--- src/rtl/stream_producer.sv ---
// ---------------------------------------------------------------------------
// stream_producer
//
// Transmit end of a 32-bit vld/rdy stream. Local logic pushes words into a
// small FIFO, and the block presents them in order on vld/data toward the
// consumer. The FIFO absorbs consumer backpressure, so the write side does not
// have to track it.
//
// Handshake: a beat transfers on a rising clk edge where vld && rdy. Once vld
// is high it stays high, and data stays unchanged, until that transfer
// happens. Reset is the only exception. vld is never a function of rdy.
//
// Optional feature: define STREAM_PRODUCER_LAST_EN to add the `last` output
// and the burst counter behind it. This marks every BURST_LEN-th beat.
//
// Parameters:
//   WIDTH      stream data width in bits
//   DEPTH      FIFO entries (power of 2, >= 2)
//   BURST_LEN  beats per burst for `last` (>= 1)
//
// Ports:
//   clk      in   rising-edge clock
//   rst_n    in   asynchronous active-low reset
//   wr_en    in   push wr_data this cycle
//   wr_data  in   word to enqueue
//   wr_full  out  FIFO full; a push this cycle is dropped
//   vld      out  data holds a valid beat
//   rdy      in   consumer accepts the beat
//   data     out  head-of-FIFO word (0 when empty)
//   level    out  current occupancy, 0..DEPTH
//   ovf      out  sticky: a push was attempted while full
//   last     out  final beat of a burst (STREAM_PRODUCER_LAST_EN only)
// ---------------------------------------------------------------------------
module stream_producer #(
    parameter int WIDTH     = 32,
    parameter int DEPTH     = 4,
    parameter int BURST_LEN = 8
) (
    input  logic                       clk,
    input  logic                       rst_n,
    input  logic                       wr_en,
    input  logic [WIDTH-1:0]           wr_data,
    output logic                       wr_full,
    output logic                       vld,
    input  logic                       rdy,
    output logic [WIDTH-1:0]           data,
    output logic [$clog2(DEPTH):0]     level,
    output logic                       ovf
`ifdef STREAM_PRODUCER_LAST_EN
    ,
    output logic                       last
`endif
);

    localparam int PW = $clog2(DEPTH);
    localparam int LW = PW + 1;

    logic [WIDTH-1:0] mem [DEPTH];
    logic [PW-1:0]    wr_ptr;
    logic [PW-1:0]    rd_ptr;
    logic [LW-1:0]    level_q;
    logic             ovf_q;
    logic             push;
    logic             pop;

    // Every output comes from registered state only. There is no
    // combinational path from rdy or wr_en to any output.
    assign vld     = (level_q != '0);
    assign wr_full = (level_q == LW'(DEPTH));
    assign data    = vld ? mem[rd_ptr] : '0;
    assign level   = level_q;
    assign ovf     = ovf_q;

    assign push = wr_en && !wr_full;
    assign pop  = vld && rdy;

    // Storage is not reset. data is forced to 0 while the FIFO is empty, so
    // stale entries are never visible on the output.
    always_ff @(posedge clk) begin
        if (push) begin
            mem[wr_ptr] <= wr_data;
        end
    end

    // DEPTH is a power of 2, so the pointers wrap by natural overflow.
    always_ff @(posedge clk or negedge rst_n) begin
        if (!rst_n) begin
            wr_ptr  <= '0;
            rd_ptr  <= '0;
            level_q <= '0;
            ovf_q   <= 1'b0;
        end else begin
            if (push) begin
                wr_ptr <= wr_ptr + PW'(1);
            end
            if (pop) begin
                rd_ptr <= rd_ptr + PW'(1);
            end
            case ({push, pop})
                2'b10:   level_q <= level_q + LW'(1);
                2'b01:   level_q <= level_q - LW'(1);
                default: level_q <= level_q;
            endcase
            // A push refused because the FIFO was full is latched until reset.
            // This also covers a simultaneous pop: wr_full was already set.
            if (wr_en && wr_full) begin
                ovf_q <= 1'b1;
            end
        end
    end

`ifdef STREAM_PRODUCER_LAST_EN
    localparam int CW = (BURST_LEN > 1) ? $clog2(BURST_LEN) : 1;
    localparam logic [CW-1:0] CNT_MAX = CW'(BURST_LEN - 1);

    logic [CW-1:0] burst_cnt;

    // Counts transferred beats within the current burst. It only moves on a
    // transfer, so `last` stays stable alongside data under backpressure.
    always_ff @(posedge clk or negedge rst_n) begin
        if (!rst_n) begin
            burst_cnt <= '0;
        end else if (pop) begin
            burst_cnt <= (burst_cnt == CNT_MAX) ? '0 : burst_cnt + CW'(1);
        end
    end

    assign last = vld && (burst_cnt == CNT_MAX);
`endif

endmodule

--- config.mk ---
export PLATFORM = sky130hd
export DESIGN_NAME = stream_producer
export DESIGN_NICKNAME = d
export VERILOG_FILES = /design/src/rtl/stream_producer.sv
export SDC_FILE = /design/constraint.sdc
export NUM_CORES = 1
export LEC_CHECK = 0
export BUFFER_PORTS_ARGS = -buffer_cell sky130_fd_sc_hd__buf_2
export CAP_MARGIN = 20
export CORE_ASPECT_RATIO = 0.6
export CORE_MARGIN = 1
export CORE_UTILIZATION = 57
export DETAILED_ROUTE_END_ITERATION = 12
export PLACE_DENSITY = 0.86
export SYNTH_ARGS = -nofsm -noshare
export SYNTH_HDL_FRONTEND = slang
export SYNTH_SLANG_ARGS = --single-unit
--- constraint.sdc ---
create_clock -name clk -period 2.98 [get_ports clk]
set_input_delay 0.447 -clock clk [delete_from_list [all_inputs] [get_ports clk]]
set_output_delay 0.447 -clock clk [all_outputs]
set_load 0.05 [all_outputs]
* After elaboration in Yosys (flattened, before gate mapping)
Memory sizes are Yosys's and may differ from the RTL's.
Index checks and enable logic that the tools add are counted.
** Cells by class
- Multiplexer cells :: 4
- Add/sub/neg operators :: 4
- Eq/ne operators :: 3
- Reduce and logical (&&, ||, !) cells :: 6
** Operators with widths (number)
- $mux W32 :: 1
- $pmux W3 S2 :: 1
- $add A2 B1 Y2 const B :: 2
- $add A3 B1 Y3 const B :: 1
- $eq A3 B3 Y1 const B :: 1
- $logic_and A1 B1 Y1 :: 3
- $reduce_bool A3 Y1 :: 1
- $sub A3 B1 Y3 const B :: 1
- $eq A2 B1 Y1 const B :: 1
- $eq A2 B2 Y1 const B :: 1
- $mux W1 :: 2
- $reduce_bool A2 Y1 :: 1
- $logic_not A1 Y1 :: 1
** Word-level totals
- Input port bits :: 36
- Word-level logic and storage cells :: 22
- Memory bits (writable) :: 128
- Memories :: 1
- Register bits :: 8
- Output and inout port bits :: 38
** Memories
- mem :: depth 4, bits a word 32, rd ports 1, clocked after memory_dff 0, wr ports 1, line 58 : logic [WIDTH-1:0] mem [DEPTH];

* Logic depth before layout (Yosys ltp)
Gate-level depths: netlist (run 1).
- Depth in word-level cells :: 5
- Gate-level depth with buffers :: 9

* Worst setup path after synthesis (run 1)
OpenSTA, ideal clock, no wires.
- Path kind :: reg2reg
- From :: register level_q[2] (netlist: level[2])
- To :: register level_q[2] (netlist: level[2])
- Cell stages (with the launch flop) :: 10
- Library setup time :: 0.082 ns
- Data required time :: 2.898 ns
- Slack :: 0.127 ns
- Path buffers :: 0
- Data arrival time :: 2.771 ns
- Cell sequence :: dfrtp_1 -> nor3b_2 -> nor2b_1 -> inv_1 -> ha_1 -> inv_1 -> fa_1 -> xor2_1 -> nor2_1 -> xor2_1
** On the way
- Cells in the longest elaborated chain, start to end :: 5
** RTL lines
- start: declaration :: line 61 : logic [LW-1:0] level_q;
- start signal: assignment :: line 100 : 2'b10: level_q <= level_q + LW'(1);
- start signal: assignment :: line 101 : 2'b01: level_q <= level_q - LW'(1);
- start signal: assignment :: line 102 : default: level_q <= level_q;
- $eq A3 B3 Y1 (*) :: line 69 : assign wr_full = (level_q == LW'(DEPTH));
- named net wr_full :: line 43 : output logic wr_full,
- $logic_not A1 Y1 (*) :: line 74 : assign push = wr_en && !wr_full;
- $logic_and A1 B1 Y1 (*) :: line 74
- $eq A2 B1 Y1 or $eq A2 B2 Y1 (tied branches) :: line 99 : case ({push, pop})
- $pmux W3 S2 or $reduce_bool A2 Y1 (tied branches)
The timed path passes the listed nets; every way through them passes the cells marked *.
A chain may end at the register's enable or synchronous reset.

* Worst setup path in the final report (run 1)
- From :: register rd_ptr[0]
- To :: output port data[0]
** On the way
- Cells in the longest elaborated chain, start to end :: 2
** RTL lines
- start: declaration :: line 60 : logic [PW-1:0] rd_ptr;
- start signal: assignment :: line 97 : rd_ptr <= rd_ptr + PW'(1);
- $mem_v2 Z4 W32
- $mux W32 :: line 70 : assign data = vld ? mem[rd_ptr] : '0;
- end: declaration :: line 46 : output logic [WIDTH-1:0] data,
Every way passes these cells.

==> metrics.md, run 1 <==
| Metric | Value |
|---|---|
| Outcome | `completed` |
| Nets | `between 300 and 400` |
| Final period utilization | `0.937` |
| First-iteration detailed-routing DRC count | `about 120` |
| DR pass1 iterations | `5` |
| CTS buffer count | `17` |
| Worst Hold Slack | `0.248 ns` |
| CP required | `2.53 ns` |
| Antenna diode count | `0` |
| Slew @ Worst Pin | `between 0.5 and 0.6 ns` |
| R2r setup slk | `0.64 ns` |
| Post-route setup slack | `between 0.15 and 0.2 ns` |
| Post-layout util | `0.745` |
| Synth Register Bits | `136` |
| Sequential share of the synthesized area | `0.758` |
| Clock Skew | `0.0102 ns` |
| Proportion of layout cells with a drive suffix above 1 | `0.417` |
| Worst Setup End Kind | `primary output` |
| Cell count after synthesis | `243` |
| Die area | `around 0.0098 mm^2` |
| Largest net degree at the start of global routing | `27` |
| Slowest stage delay, CP | `0.66 ns` |
| Vias in the first global route | `2684` |
| Slowest-stage cell, CP | `dfrtp_2` |
| Mapped Area | `about 0.0053 mm^2` |
| GRT Total Usage | `0.220` |
| Setup TNS | `0 ns` |
| Worst Hold Path EP | `ovf$_DFFE_PN0P_` |
| Maxcap violations | `0` |
| Row count | `26` |
| Reg clk slew, reported paths | `0.06 ns` |
| Die W | `~130 um` |
| Post-CTS Setup Repair Bufs | `0` |
| Crit-path max FO | `21` |
| Min-delay src | `wr_en` |
| Hold Vio Cnt, Final | `0` |
| Hold buffers post-CTS | `1` |
| Final ANT Viol Nets | `0` |
| Synth Warn # | `0` |
| WL/cell | `between 20 and 25 um` |
| Skew-Pair Late Insertion Delay | `a little over 0.4 ns` |
| Drt drc | `0` |
| Total I/O pin count | `between 70 and 80` |
| Syn_area_per_cell | `around 22 um^2` |
| Clock sinks | `around 140` |
| IO buf count | `73` |
| Root buf cell | `clkbuf_16` |
| GRT Residual Overflow | `0` |
| Final Wtd Congestion | `about 0.77` |
| Final max-slew violation count | `0` |
| Core region area | `a little under 0.009 mm^2` |
| Area delta synth->final | `22.6%` |
| Hold/Removal Path Class | `in -> reg` |
| RSZ-0062 raised after global routing | `no` |
| CP arrival | `2.35 ns` |
| Minimum clock period | `2.79 ns` |
| DIE HEIGHT | `between 70 and 80 um` |
| Vias | `between 2000 and 3000` |
| Worst hold path depth | `2` |
| Vias/cell | `5.67` |
| Worst setup SP type | `flip-flop` |
| Post-CTS sizing | `0` |
| Slew headroom | `0.624` |
| Syn_nets | `about 290` |
| First-pass GRT wire length | `~15000 um` |
| Post-DP HPWL | `5780 um` |
| F_max | `approximately 0.36 GHz` |
| Initial Util | `0.608` |
| CTS tree | `done` |
| R2R depth | `8` |
| R2r endpoint | `level[2]$_DFFE_PN0P_` |
| Pre-CTS WS | `around 0.63 ns` |
| Initial antenna violation count | `0` |
| Clk buf depth | `2` |
| Cells along the critical path | `buf_12, mux4_1, and2_1, buf_2` |
| H-tree depth | `4` |
| Synth cell types | `22` |
| Routed WL | `approximately 9600 um` |
| Critical path class | `reg -> out` |
| Final setup fails | `0` |
| Worst R2R Start | `level[0]$_DFFE_PN0P_` |
cell usage after synthesis:
master,count,area share
buf_6,1,0.0021
edfxtp_1,128,0.72
or3_1,1,0.0012
mux4_2,28,0.12
xor2_1,3,0.0049
buf_12,3,0.011
a21o_1,1,0.0014
mux2_1,1,0.0021
buf_2,4,0.0038
and2_1,37,0.043
nor3b_2,1,0.0023
dfrtp_1,8,0.038
xnor2_1,3,0.0049
nor2b_1,1,0.0012
mux4_1,4,0.020
fa_1,1,0.0038
clkbuf_1,4,0.0028
inv_1,6,0.0042
nand3_1,1,0.00094
mux2i_1,1,0.0019
ha_1,5,0.012
nor2_1,1,0.00070
worst max-delay path: cells and delay by family (launching register included):
kind	cells	cell delay [ns]
and+or+nand+nor	1	0.19
muxes	1	0.59
DFF	1	0.66
buffers and inverters	2	0.49
metrics by stage:
stage	area [um^2]	std cells
6_report	6550	457
5_1_grt	6550	457
4_1_cts	6550	457
3_5_place_dp	5830	424
3_3_place_gp	5830	424
2_1_floorplan	5340	243
logic make-up after synthesis:
| group | after synthesis | synth area share |
|---|---|---|
| mux | 34 | 0.142 |
| flops | 136 | 0.758 |
| compound gates | 1 | 0.00141 |
| fa+ha+maj | 6 | 0.0155 |
| simple gates | 42 | 0.0497 |
| xor+xnor | 6 | 0.00985 |
| buf+inv | 18 | 0.0241 |
metal layers:
layer | vias to the layer above | global-route usage | share of wire
met2 | 111 | 0.343 | 0.49
li1 | 1151 | - | -
met5 | - | 0 | 0
met4 | 0 | 0.0869 | 0.015
met3 | 17 | 0.0740 | 0.071
met1 | 1314 | 0.288 | 0.43
worst max path at each step:
stage                          startpoint                   end  cells after the start
floorplan            level[2]$_DFFE_PN0P_  level[2]$_DFFE_PN0P_                      9
global route        rd_ptr[0]$_DFFE_PN0P_               data[0]                      4
global placement    rd_ptr[0]$_DFFE_PN0P_               data[1]                      4
CTS                 rd_ptr[0]$_DFFE_PN0P_               data[0]                      4
detailed placement  rd_ptr[0]$_DFFE_PN0P_               data[2]                      4
finish              rd_ptr[0]$_DFFE_PN0P_               data[0]                      4
area by class of cell:
type	instances	area (um^2)
flip-flops and latches	136	4050
multi-input cells	89	1170
fillers	493	2240
repair buffers	82	460
well taps	112	140
clock buffers	19	433
clock inverters	13	274
inverters	6	22.5
sequential cells by signal (all words and copies together) (netlist names):
register and flops:
ovf 1, wr_ptr 2, level 3, mem 128, rd_ptr 2
cell usage in the layout, fill, tap and decap left out, drive strengths merged, types with 3 or more instances in the layout:
master | Yosys | layout
ha | 5 | 5
clkinv | 0 | 4
clkbuf | 4 | 19
inv | 6 | 6
buf | 8 | 81
and2 | 37 | 37
xnor2 | 3 | 3
mux4 | 32 | 32
bufinv | 0 | 8
dfrtp | 8 | 8
edfxtp | 128 | 128
xor2 | 3 | 3
Power of run 1 is not shown: default switching activity piles up to over one toggle a cycle in this logic, so the estimate is an artifact.
==> run 2: changes to the inputs <==
- CORE_UTILIZATION: 57 -> 51
- PLACE_DENSITY: 0.86 -> 0.82
- RECOVER_POWER: default -> 25
- clock period: 2.98 -> 2.3 ns (I/O delays scaled with it)
==> run 2 against run 1 <==
- die area rose by 12%
- hold slack got worse by 0.090 ns
- sequential share of layout area rose by 0.38 points
- critical path depth did not move
- clock skew fell by 0.0030 ns
- via count fell by 1.3%
- final area fell by 0.52%
- setup slack got worse by 0.16 ns
- register-to-register slack got worse by 0.37 ns
- global-route usage fell by 2.4 points
- sequential cell count did not move
- count of clock-buffer cells in the layout rose by 10
- highest routed layer unchanged
==> metrics.md, run 2 (synthesized netlist as in run 1, its figures left out) <==
| Metric | Value |
|---|---|
| Final setup fails | `0` |
| GR peak layer | `met2` |
| Area delta synth->final | `22.0%` |
| Slew headroom | `0.806` |
| Clock sinks | `between 100 and 150` |
| Hold/Removal Path Class | `in -> reg` |
| Vias | `about 2600` |
| Clock Skew | `slightly above 0.007 ns` |
| Initial antenna violation count | `0` |
| Worst setup SP type | `flip-flop` |
| First-iteration detailed-routing DRC count | `between 100 and 150` |
| Final Wtd Congestion | `0.742` |
| Final period utilization | `0.986` |
| Die W | `134 um` |
| Crit-path max FO | `19` |
| Worst Setup End Kind | `primary output` |
| Final max-slew violation count | `0` |
| Vias in the first global route | `around 2800` |
| Placed Area | `~0.006 mm^2` |
| Die area | `between 0.01 and 0.015 mm^2` |
| GRT met3 Usage | `0.0712` |
| Drt drc | `0` |
| GRT Residual Overflow | `0` |
| Proportion of layout cells with a drive suffix above 1 | `0.371` |
| Nets | `approximately 380` |
| Final instance area | `0.00651 mm^2` |
| R2R depth | `8` |
| Total I/O pin count | `74` |
| DR pass1 iterations | `4` |
| CP required | `1.96 ns` |
| Largest Register | `mem` |
| Minimum clock period | `2.27 ns` |
| Post-CTS Setup Repair Bufs | `0` |
| WL/cell | `slightly below 20 um` |
| Met2 usage | `0.316` |
| Largest net degree at the start of global routing | `35` |
| DIE HEIGHT | `approximately 81 um` |
| IO buf count | `73` |
| Post-layout util | `0.650` |
| Max reg flops | `between 100 and 150` |
| Worst hold path depth | `2` |
| Maxcap violations | `0` |
| Antenna diode count | `0` |
| Row count | `28` |
| Met1 Track Usage GR | `0.249` |
| Most common cell after layout, fill and taps aside | `edfxtp_1` |
| Root buf cell | `clkbuf_16` |
| Worst Hold Slack | `0.158 ns` |
| CTS tree | `done` |
| Core region area | `between 0.01 and 0.015 mm^2` |
| Most frequent cells in the layout | `edfxtp_1, buf_2, and2_1` |
| Slew @ Worst Pin | `around 0.29 ns` |
| Setup TNS | `0 ns` |
| Clk buf depth | `2` |
| Hold Vio Cnt, Final | `0` |
| Initial Util | `0.533` |
| RSZ-0062 raised after global routing | `yes` |
| Vias/cell | `roughly 5.3` |
| F_max | `0.441 GHz` |
| CTS buffer count | `17` |
| First-pass GRT wire length | `between 10000 and 15000 um` |
| Critical path class | `reg -> out` |
| Post-DP HPWL | `about 6100 um` |
| Final ANT Viol Nets | `0` |
| Reg clk slew, reported paths | `0.05 ns` |
| Routed WL | `9540 um` |
| CP arrival | `1.92 ns` |
| Skew-Pair Late Insertion Delay | `about 0.40 ns` |
| H-tree depth | `4` |
| Outcome | `completed` |
| GRT Total Usage | `0.196` |
[run 2: cell count changes in the layout (fill, tap and decap cells not counted), moves of 3 or more]
| cell | delta |
|---|---|
| dfrtp_1 | -3 |
| clkbuf_1 | +28 |
| buf_4 | +3 |
| bufinv_16 | -6 |
| clkbuf_8 | +3 |
| buf_6 | +4 |
| buf_2 | -25 |
| dfrtp_2 | +3 |
[run 2: final timing paths]
path / startpoint / endpoint / slack, ns
max: rd_ptr[0]$_DFFE_PN0P_ / data[17] / 0.03
min: wr_en / ovf$_DFFE_PN0P_ / 0.16
max reg2reg: level[0]$_DFFE_PN0P_ / level[2]$_DFFE_PN0P_ / 0.27
min reg2reg: ovf$_DFFE_PN0P_ / ovf$_DFFE_PN0P_ / 0.45
max in group asynchronous: rst_n / level[2]$_DFFE_PN0P_ / 1.78
min in group asynchronous: rst_n / wr_ptr[0]$_DFFE_PN0P_ / 0.33
[run 2: final cells by class]
| type | count | area (um^2) |
|---|---|---|
| repair buffers | 87 | 522 |
| clock buffers | 29 | 500 |
| well taps | 135 | 169 |
| flip-flops and latches | 136 | 4050 |
| multi-input cells | 89 | 1180 |
| inverters | 6 | 22.5 |
| clock inverters | 3 | 63.8 |
| fillers | 691 | 3510 |
[run 2: repair_timing]
item,CTS,global route
endpoints found under the hold margin,8,0
setup endpoints to repair,3,32
hold buffers,1,0
gates resized for setup,4,8
[run 2: metrics by stage]
stage	setup WS [ns]	instances
floorplan	-0.0839	243
global placement	0.386	452
detailed placement	0.328	452
CTS	0.000579	485
global route	-0.0557	485
finish	0.0313	485
[run 2: critical path, stage by stage (launching register included)]
cell	delay (ns)
dfrtp_2	0.40
buf_12	0.20
mux4_2	0.52
and2_1	0.17
buf_2	0.21
[run 2: metal layers]
layer / share of wire / up-vias
met2: 0.49 / 71
met5: 0 / -
met3: 0.065 / 9
met4: 0.0066 / 0
met1: 0.44 / 1328
li1: - / 1152
Power of run 2 is left out for the same reason.
